[src/rtl/ram_ctrl_pkg.sv]
// Shared constants for the 4x4 storage controller: FSM state encoding and
// default array geometry.
package ram_ctrl_pkg;

  localparam int WIDTH_DEF  = 4;
  localparam int DEPTH_DEF  = 4;
  localparam int ADDR_W_DEF = 2;

  typedef logic [1:0] state_t;

  localparam state_t ST_IDLE   = 2'b00;
  localparam state_t ST_ACCESS = 2'b01;
  localparam state_t ST_RESP   = 2'b10;

endpackage

[src/rtl/ram4x4.sv]
// Small storage array: synchronous write, combinational read, and an
// asynchronous clear that zeroes every word.
module ram4x4
  import ram_ctrl_pkg::*;
#(
  parameter int WIDTH  = WIDTH_DEF,
  parameter int DEPTH  = DEPTH_DEF,
  parameter int ADDR_W = ADDR_W_DEF
) (
  input  logic              clk,
  input  logic              clear,
  input  logic              we,
  input  logic [ADDR_W-1:0] addr,
  input  logic [WIDTH-1:0]  wdata,
  output logic [WIDTH-1:0]  rdata
);

  logic [WIDTH-1:0] r_mem [DEPTH];
  logic [DEPTH-1:0] w_wen;

  // One-hot word enable decoded from the address.
  genvar gi;
  generate
    for (gi = 0; gi < DEPTH; gi++) begin : g_wen
      assign w_wen[gi] = we && (addr == ADDR_W'(gi));
    end
  endgenerate

  always_ff @(posedge clk or posedge clear) begin
    if (clear) begin
      for (int i = 0; i < DEPTH; i++) begin
        r_mem[i] <= '0;
      end
    end else begin
      for (int i = 0; i < DEPTH; i++) begin
        if (w_wen[i]) begin
          r_mem[i] <= wdata;
        end
      end
    end
  end

  assign rdata = r_mem[addr];

endmodule

[src/rtl/ram4x4_arbiter.sv]
// Round-robin two-port front end for the 4x4 array: each grant runs
// IDLE -> ACCESS -> RESP and returns a one-cycle ack with the word.
module ram4x4_arbiter
  import ram_ctrl_pkg::*;
#(
  parameter int WIDTH  = WIDTH_DEF,
  parameter int DEPTH  = DEPTH_DEF,
  parameter int ADDR_W = ADDR_W_DEF
) (
  input  logic              clk,
  input  logic              clear,
  input  logic              req_a,
  input  logic              we_a,
  input  logic [ADDR_W-1:0] addr_a,
  input  logic [WIDTH-1:0]  wdata_a,
  output logic              ack_a,
  output logic [WIDTH-1:0]  rdata_a,
  input  logic              req_b,
  input  logic              we_b,
  input  logic [ADDR_W-1:0] addr_b,
  input  logic [WIDTH-1:0]  wdata_b,
  output logic              ack_b,
  output logic [WIDTH-1:0]  rdata_b,
  output logic              busy,
  output logic              gnt
);

  state_t            r_state;
  state_t            w_state_next;
  logic              r_prio;
  logic              r_gnt;
  logic              r_we;
  logic [ADDR_W-1:0] r_addr;
  logic [WIDTH-1:0]  r_wdata;

  logic              w_any_req;
  logic              w_owner;
  logic              w_grant;
  logic              w_mem_we;
  logic [WIDTH-1:0]  w_mem_rdata;

  assign w_any_req = req_a | req_b;
  // prio only matters on a tie; a lone requester always wins.
  assign w_owner   = (req_a && req_b) ? r_prio : req_b;
  assign w_grant   = (r_state == ST_IDLE) && w_any_req;

  always_ff @(posedge clk or posedge clear) begin
    if (clear) begin
      r_state <= ST_IDLE;
    end else begin
      r_state <= w_state_next;
    end
  end

  always_comb begin
    w_state_next = ST_IDLE;
    case (r_state)
      ST_IDLE:   w_state_next = w_any_req ? ST_ACCESS : ST_IDLE;
      ST_ACCESS: w_state_next = ST_RESP;
      ST_RESP:   w_state_next = ST_IDLE;
      default:   w_state_next = ST_IDLE;
    endcase
  end

  // Owner and request fields are frozen at the grant edge.
  always_ff @(posedge clk or posedge clear) begin
    if (clear) begin
      r_prio  <= 1'b0;
      r_gnt   <= 1'b0;
      r_we    <= 1'b0;
      r_addr  <= '0;
      r_wdata <= '0;
    end else if (w_grant) begin
      r_gnt   <= w_owner;
      r_prio  <= ~w_owner;
      r_we    <= w_owner ? we_b    : we_a;
      r_addr  <= w_owner ? addr_b  : addr_a;
      r_wdata <= w_owner ? wdata_b : wdata_a;
    end
  end

  always_comb begin
    busy     = (r_state != ST_IDLE);
    ack_a    = 1'b0;
    ack_b    = 1'b0;
    rdata_a  = '0;
    rdata_b  = '0;
    w_mem_we = 1'b0;
    case (r_state)
      ST_ACCESS: w_mem_we = r_we;
      // After a write the array already holds wdata, so one read path
      // serves both kinds of access.
      ST_RESP: begin
        if (r_gnt) begin
          ack_b   = 1'b1;
          rdata_b = w_mem_rdata;
        end else begin
          ack_a   = 1'b1;
          rdata_a = w_mem_rdata;
        end
      end
      default: ;
    endcase
  end

  assign gnt = r_gnt;

  ram4x4 #(
    .WIDTH  (WIDTH),
    .DEPTH  (DEPTH),
    .ADDR_W (ADDR_W)
  ) u_ram (
    .clk   (clk),
    .clear (clear),
    .we    (w_mem_we),
    .addr  (r_addr),
    .wdata (r_wdata),
    .rdata (w_mem_rdata)
  );

endmodule
[config.mk]
export PLATFORM = sky130hd
export DESIGN_NAME = ram4x4_arbiter
export DESIGN_NICKNAME = d
export VERILOG_FILES = /design/src/rtl/ram_ctrl_pkg.sv /design/src/rtl/ram4x4.sv /design/src/rtl/ram4x4_arbiter.sv
export SDC_FILE = /design/constraint.sdc
export NUM_CORES = 1
export LEC_CHECK = 0
export CAP_MARGIN = 20
export CORE_UTILIZATION = 44
export CTS_BUF_LIST = sky130_fd_sc_hd__clkbuf_16
export CTS_CLUSTER_DIAMETER = 50
export DETAILED_ROUTE_END_ITERATION = 10
export PLACE_DENSITY = 0.74
export SLEW_MARGIN = 20
export SYNTH_ARGS = -nofsm -noshare
export SYNTH_HDL_FRONTEND = slang
export SYNTH_SLANG_ARGS = --single-unit
[constraint.sdc]
create_clock -name clk -period 1.75 [get_ports clk]
set_clock_uncertainty 0.1 [all_clocks]
set_input_delay 0.2625 -clock clk [delete_from_list [all_inputs] [get_ports clk]]
set_output_delay 0.2625 -clock clk [all_outputs]
set_load 0.005 [all_outputs]
=== After elaboration in Yosys (flattened, before gate mapping) ===
Index checks and enable logic that the tools add are counted.

* Register bits after elaboration: 27
* Input bits: 18
* Output and inout bits: 12
* Word-level logic and storage cells: 46

* Magnitude comparators: 1
* Equal/unequal tests: 5
* Mux-type cells: 18
* Bitwise gates (word level): 3
* Reductions and logical operators: 9

{| class="wikitable"
|+ Operators with widths
! kind !! count
|-
| $mux W4 || 7
|-
| $bmux W4 S2 || 1
|-
| $mux W1 || 8
|-
| $eq A2 B2 Y1 const B || 3
|-
| $logic_and A1 B1 Y1 || 6
|-
| $eq A2 B1 Y1 const B || 2
|-
| $logic_not A2 Y1 || 2
|-
| $pmux W2 S2 || 1
|-
| $ge A3 B3 Y1 const B || 1
|-
| $not A2 Y3 || 1
|-
| $mux W2 || 1
|-
| $reduce_bool A2 Y1 || 1
|-
| $not A1 Y1 || 1
|-
| $or A1 B1 Y1 || 1
|}

=== Longest topological paths before layout ===
* Depth after elaboration: 6
* Depth in mapped cells: 4
* Gate-level depth less buffers: 3

=== Cells and area by module ===
From an unflattened synthesis, not the netlist that was laid out.

* Cell total of the unflattened synthesis: 110
* Area, all modules: 1341.3 µm²

{| class="wikitable"
|+ Modules (own cells, without submodules)
! module !! instances !! cells an instance !! area each (µm²) !! seq. area each (µm²)
|-
| ram4x4 || 1 || 43 || 735.7 || 400.4
|-
| ram4x4_arbiter || 1 || 67 || 605.6 || 275.3
|}

=== Worst setup path after synthesis ===
OpenSTA, ideal clock, no wires.

* Path type: flip-flop to flip-flop
* From: reg r_addr[0]
* To: reg u_ram.r_mem[12] in the netlist's numbering
* Library setup time: 125 ps
* Arrival: 1421 ps
* Required time: 1525 ps
* Setup slack: 104 ps
* Cell stages (with the launch flop): 5
* Path buffers: 2
* Period minus slack after synthesis: 1646 ps
* Cells stage by stage: dfrtp_1 buf_6 or4_4 buf_6 mux2_4

* Word-level cells in the longest chain between the ends: 2

{| class="wikitable"
|+ RTL lines
! element !! line !! text
|-
| from (decl) || ram4x4_arbiter.sv:33 || <nowiki>logic [ADDR_W-1:0] r_addr;</nowiki>
|-
| from (signal assigned) || ram4x4_arbiter.sv:77 || <nowiki>r_addr <= w_owner ? addr_b : addr_a;</nowiki>
|-
| $logic_not A2 Y1 || ram4x4.sv:25 || <nowiki>assign w_wen[gi] = we && (addr == ADDR_W'(gi));</nowiki>
|-
| $logic_and A1 B1 Y1 || ram4x4.sv:25 ||
|-
| to (signal, indexed assignment) || ram4x4.sv:37 || <nowiki>r_mem[i] <= wdata;</nowiki>
|-
| to (decl) || ram4x4.sv:18 || <nowiki>logic [WIDTH-1:0] r_mem [DEPTH];</nowiki>
|}

No other way between the ends.
A chain may end at the register's enable or synchronous reset.

=== Worst setup path after layout ===
* From: reg r_addr[0]
* To: out rdata_a[1]

* Word-level cells in the longest chain between the ends: 6

{| class="wikitable"
|+ RTL lines
! element !! line !! text
|-
| $not A2 Y3 (not written as such) || ram4x4.sv:43 || <nowiki>assign rdata = r_mem[addr];</nowiki>
|-
| $bmux W4 S2 || ram4x4.sv:43 ||
|-
| $mux W4 (not written as such) (2 in series) || ram4x4.sv:43 ||
|-
| $mux W4 || ram4x4_arbiter.sv:94 || <nowiki>if (r_gnt) begin</nowiki>
|-
| $mux W4 || ram4x4_arbiter.sv:89 || <nowiki>case (r_state)</nowiki>
|-
| to (decl) || ram4x4_arbiter.sv:17 || <nowiki>output logic [WIDTH-1:0] rdata_a,</nowiki>
|}

No other way between the ends. The select of a mux whose other input is x is not followed.

==> metrics.md <==
| Metric | Value |
|---|---|
| Pin count of the biggest net entering global routing | `28` |
| RSZ-0062 raised after global routing | `true` |
| Final #Nets | `167` |
| Starting density of the core | `roughly 47%` |
| Flop pwr share | `a little under two fifths` |
| WL final | `roughly 2.8 mm` |
| Clk network pwr share | `~17%` |
| Syn Area/Cell | `approximately 14 um^2` |
| CP peak stage delay | `about 0.5 ns` |
| Most frequent cells in the layout | `dfrtp_1 (25), buf_4 (23), clkdlybuf4s50_1 (18)` |
| Vias per Instance | `5.436` |
| First DRT Iteration DRCs | `18` |
| Max-slew violation count | `0` |
| Comb power frac | `46.1%` |
| Max Fclk | `around 530 MHz` |
| CP cell instances | `buf_6 -> mux4_2 -> and2_4 -> buf_6` |
| Failing checks | `setup timing` |
| Grt total ovfl | `0` |
| Highest routed layer | `met4` |
| Switching Share | `between 30% and 40%` |
| I/O pin cnt | `30` |
| Arrival time worst endpoint | `1.52 ns` |
| Critical path's slowest cell | `mux4_2` |
| Worst relative slew slack | `between 70% and 80%` |
| Cell Area, Synth | `between 1000 and 1500 um^2` |
| Met3 routed WL | `roughly 150 um` |
| Hold Worst Slack | `approximately 0.25 ns` |
| Number of synthesized flops with an enable pin | `0` |
| Clk root buf | `clkbuf_16` |
| P_int | `approximately 2200 uW` |
| Core area | `2781 um^2` |
| Met1 wire length | `between 1 and 1.5 mm` |
| Clock-pin slew of the registers on the worst-case setup and hold paths | `about 0.070 ns` |
| Most common cell after layout, fill and taps aside | `dfrtp_1` |
| Maximum vdd drop | `1.184 mV` |
| Ys flop type | `dfrtp_1` |
| Final setup fails | `12` |
| CP most frequent cell | `buf_6` |
| Worst-path maximum fanout | `3` |
| Register bit total from synthesis | `27` |
| Initial antenna violation count | `0` |
| Hold crit path type | `input pin to async pin` |
| Drt first pass iters | `4` |
| Switch Pwr | `around 930 uW` |
| TritonCTS clock tree | `yes` |
| Sequential-to-total area share from yosys stat | `52.07%` |
| Power Dens Cells | `1630 nW/um^2` |
| Ant diodes | `0` |
| CP endpoint kind | `primary output` |
| Worst skew pair latency | `0.26 ns` |
| Num CTS Buffers | `3` |
| Final worst slack | `-0.1321 ns` |
| Maximum clock insertion buffer count | `2` |
| Number of global-route vias before repair | `around 1,000` |
| Ys Warns | `0` |
| Layout area overhead | `46.38%` |
| Layout cells sized above 1 | `approximately half` |
| # DRC | `0` |
| Die Span X | `~56 um` |
| Hold_buf cts | `0` |
| Worst-Margin Slew | `roughly 0.37 ns` |
| DR vias | `between 900 and 1,000` |
| Hold Vio Cnt, Final | `0` |
| Post-Layout Cell Count | `between 150 and 200` |
| Die H | `approximately 56 um` |
| Clock period minus worst slack | `1.882 ns` |
| Port bufs | `29` |
| Worst Path Required | `approximately 1.4 ns` |
| Full die area | `about 3200 um^2` |
| Asr flop ratio synth | `100.0%` |
| WL per Instance | `about 16 um` |
| Fin crit share | `107.5%` |
| CP Launch Type | `flip-flop` |
| Post-Synthesis Cells | `94` |
| Metal2 WL | `roughly 1.4 mm` |
| GP Congestion | `roughly 0.76` |
| Pre-CTS setup slack | `-0.2618 ns` |
| Core Rows | `19` |
| DP Wirelength | `roughly 2 mm` |
| Clock sink count | `27` |
| Post-Place Cells | `~160` |
| Antenna viol nets, final | `0` |
| Max_cap viols | `0` |
| Global-route wire length before repair | `around 4.8 mm` |
| Gr usage total | `between 10% and 20%` |
| Crit Path Category | `flip-flop to primary output` |
| Post-synthesis net count | `roughly 110` |
| Final TNS setup | `-1.060 ns` |
| Leak pwr | `0.0009444 uW` |
| Netlist cell types | `26` |
| H-tree depth | `1` |
| Status | `complete, but fails checks` |
timing repair:
action / CTS / global route
endpoints found under the setup margin: 15 / 14
resized for setup: 48 / 15
pin swaps: 10 / 6
setup buffers: 8 / 4
area by class of cell:
class / instances / area [um^2]
multi-input combinational: 59 / 590.6
clock inverter: 1 / 5.005
fill: 221 / 882.1
sequential: 27 / 678.2
inverter: 3 / 11.26
tap: 31 / 38.79
timing repair buffer: 55 / 500.5
clock buffer: 3 / 75.07
power groups by stage:
stage,Sequential (uW),Clock [uW],Combinational (uW)
2_1_floorplan,1040,0,741
3_3_place_gp,1130,0,1090
3_5_place_dp,1150,0,1140
4_1_cts,1150,525,1310
5_1_grt,1190,552,1550
6_report,1160,510,1430
synth_stat cells (2+ instances only):
cell,count,share of area (%)
dfrtp_1,27,52
nor2_1,2,0.58
mux2_2,12,10
a221o_1,6,4.6
nand2b_1,2,0.96
buf_6,2,1.7
and3_1,8,3.9
buf_2,2,0.77
inv_1,3,0.87
mux2_4,4,4.6
and2_1,8,3.9
mux4_1,4,8.1
critical path: cells and delay by family (launching register included):
family	cells	cell delay, ns
DFF	1	0.38
buffers and inverters	2	0.22
and+or+nand+nor	1	0.16
muxes	1	0.51
path summary, 6_finish.rpt:
kind | start | end | depth (start not counted) | slack [ns]
max | r_addr[0] | rdata_a[1] | 4 | -0.13
min | clear | u_ram.r_mem[9] | 3 | 0.25
max reg2reg | r_addr[0] | u_ram.r_mem[13] | 4 | -0.02
min reg2reg | u_ram.r_mem[5] | u_ram.r_mem[5] | 1 | 0.41
max in group asynchronous | clear | r_addr[0] | 3 | 1.02
min in group clk | u_ram.r_mem[5] | u_ram.r_mem[5] | 1 | 0.41
routing by layer:
layer  GRT usage [%]  up-vias
li1                -      459
met1           24.50      467
met2           34.18       41
met3           3.917        6
met4           6.969        0
met5               0        -
stage by stage:
step	total power (uW)	cell area, um^2	utilization (%)
2_1_floorplan	1780	1297	-
3_3_place_gp	2227	1703	61.22
3_5_place_dp	2289	1703	61.22
4_1_cts	2987	1821	65.45
5_1_grt	3293	1899	68.29
6_report	3095	1899	68.29
kinds of logic (layout without fill, tap and decap cells):
kind of cell           after synthesis  count (layout)  synth area share (%)
multiplexers                        20              20                 23.14
AND/OR/NAND/NOR                     28              28                 13.40
buffers and inverters                8              62                 3.664
AO/OA/AOI/OAI                       11              11                 7.715
flip-flops                          27              27                 52.07
sequential cells by signal, summed over array words and instances (netlist names):
name / flops
gnt: 1
r_addr: 2
r_prio: 1
r_state: 2
r_wdata: 4
r_we: 1
u_ram.r_mem: 16
Note: power is estimated with default switching activity, not from simulation.
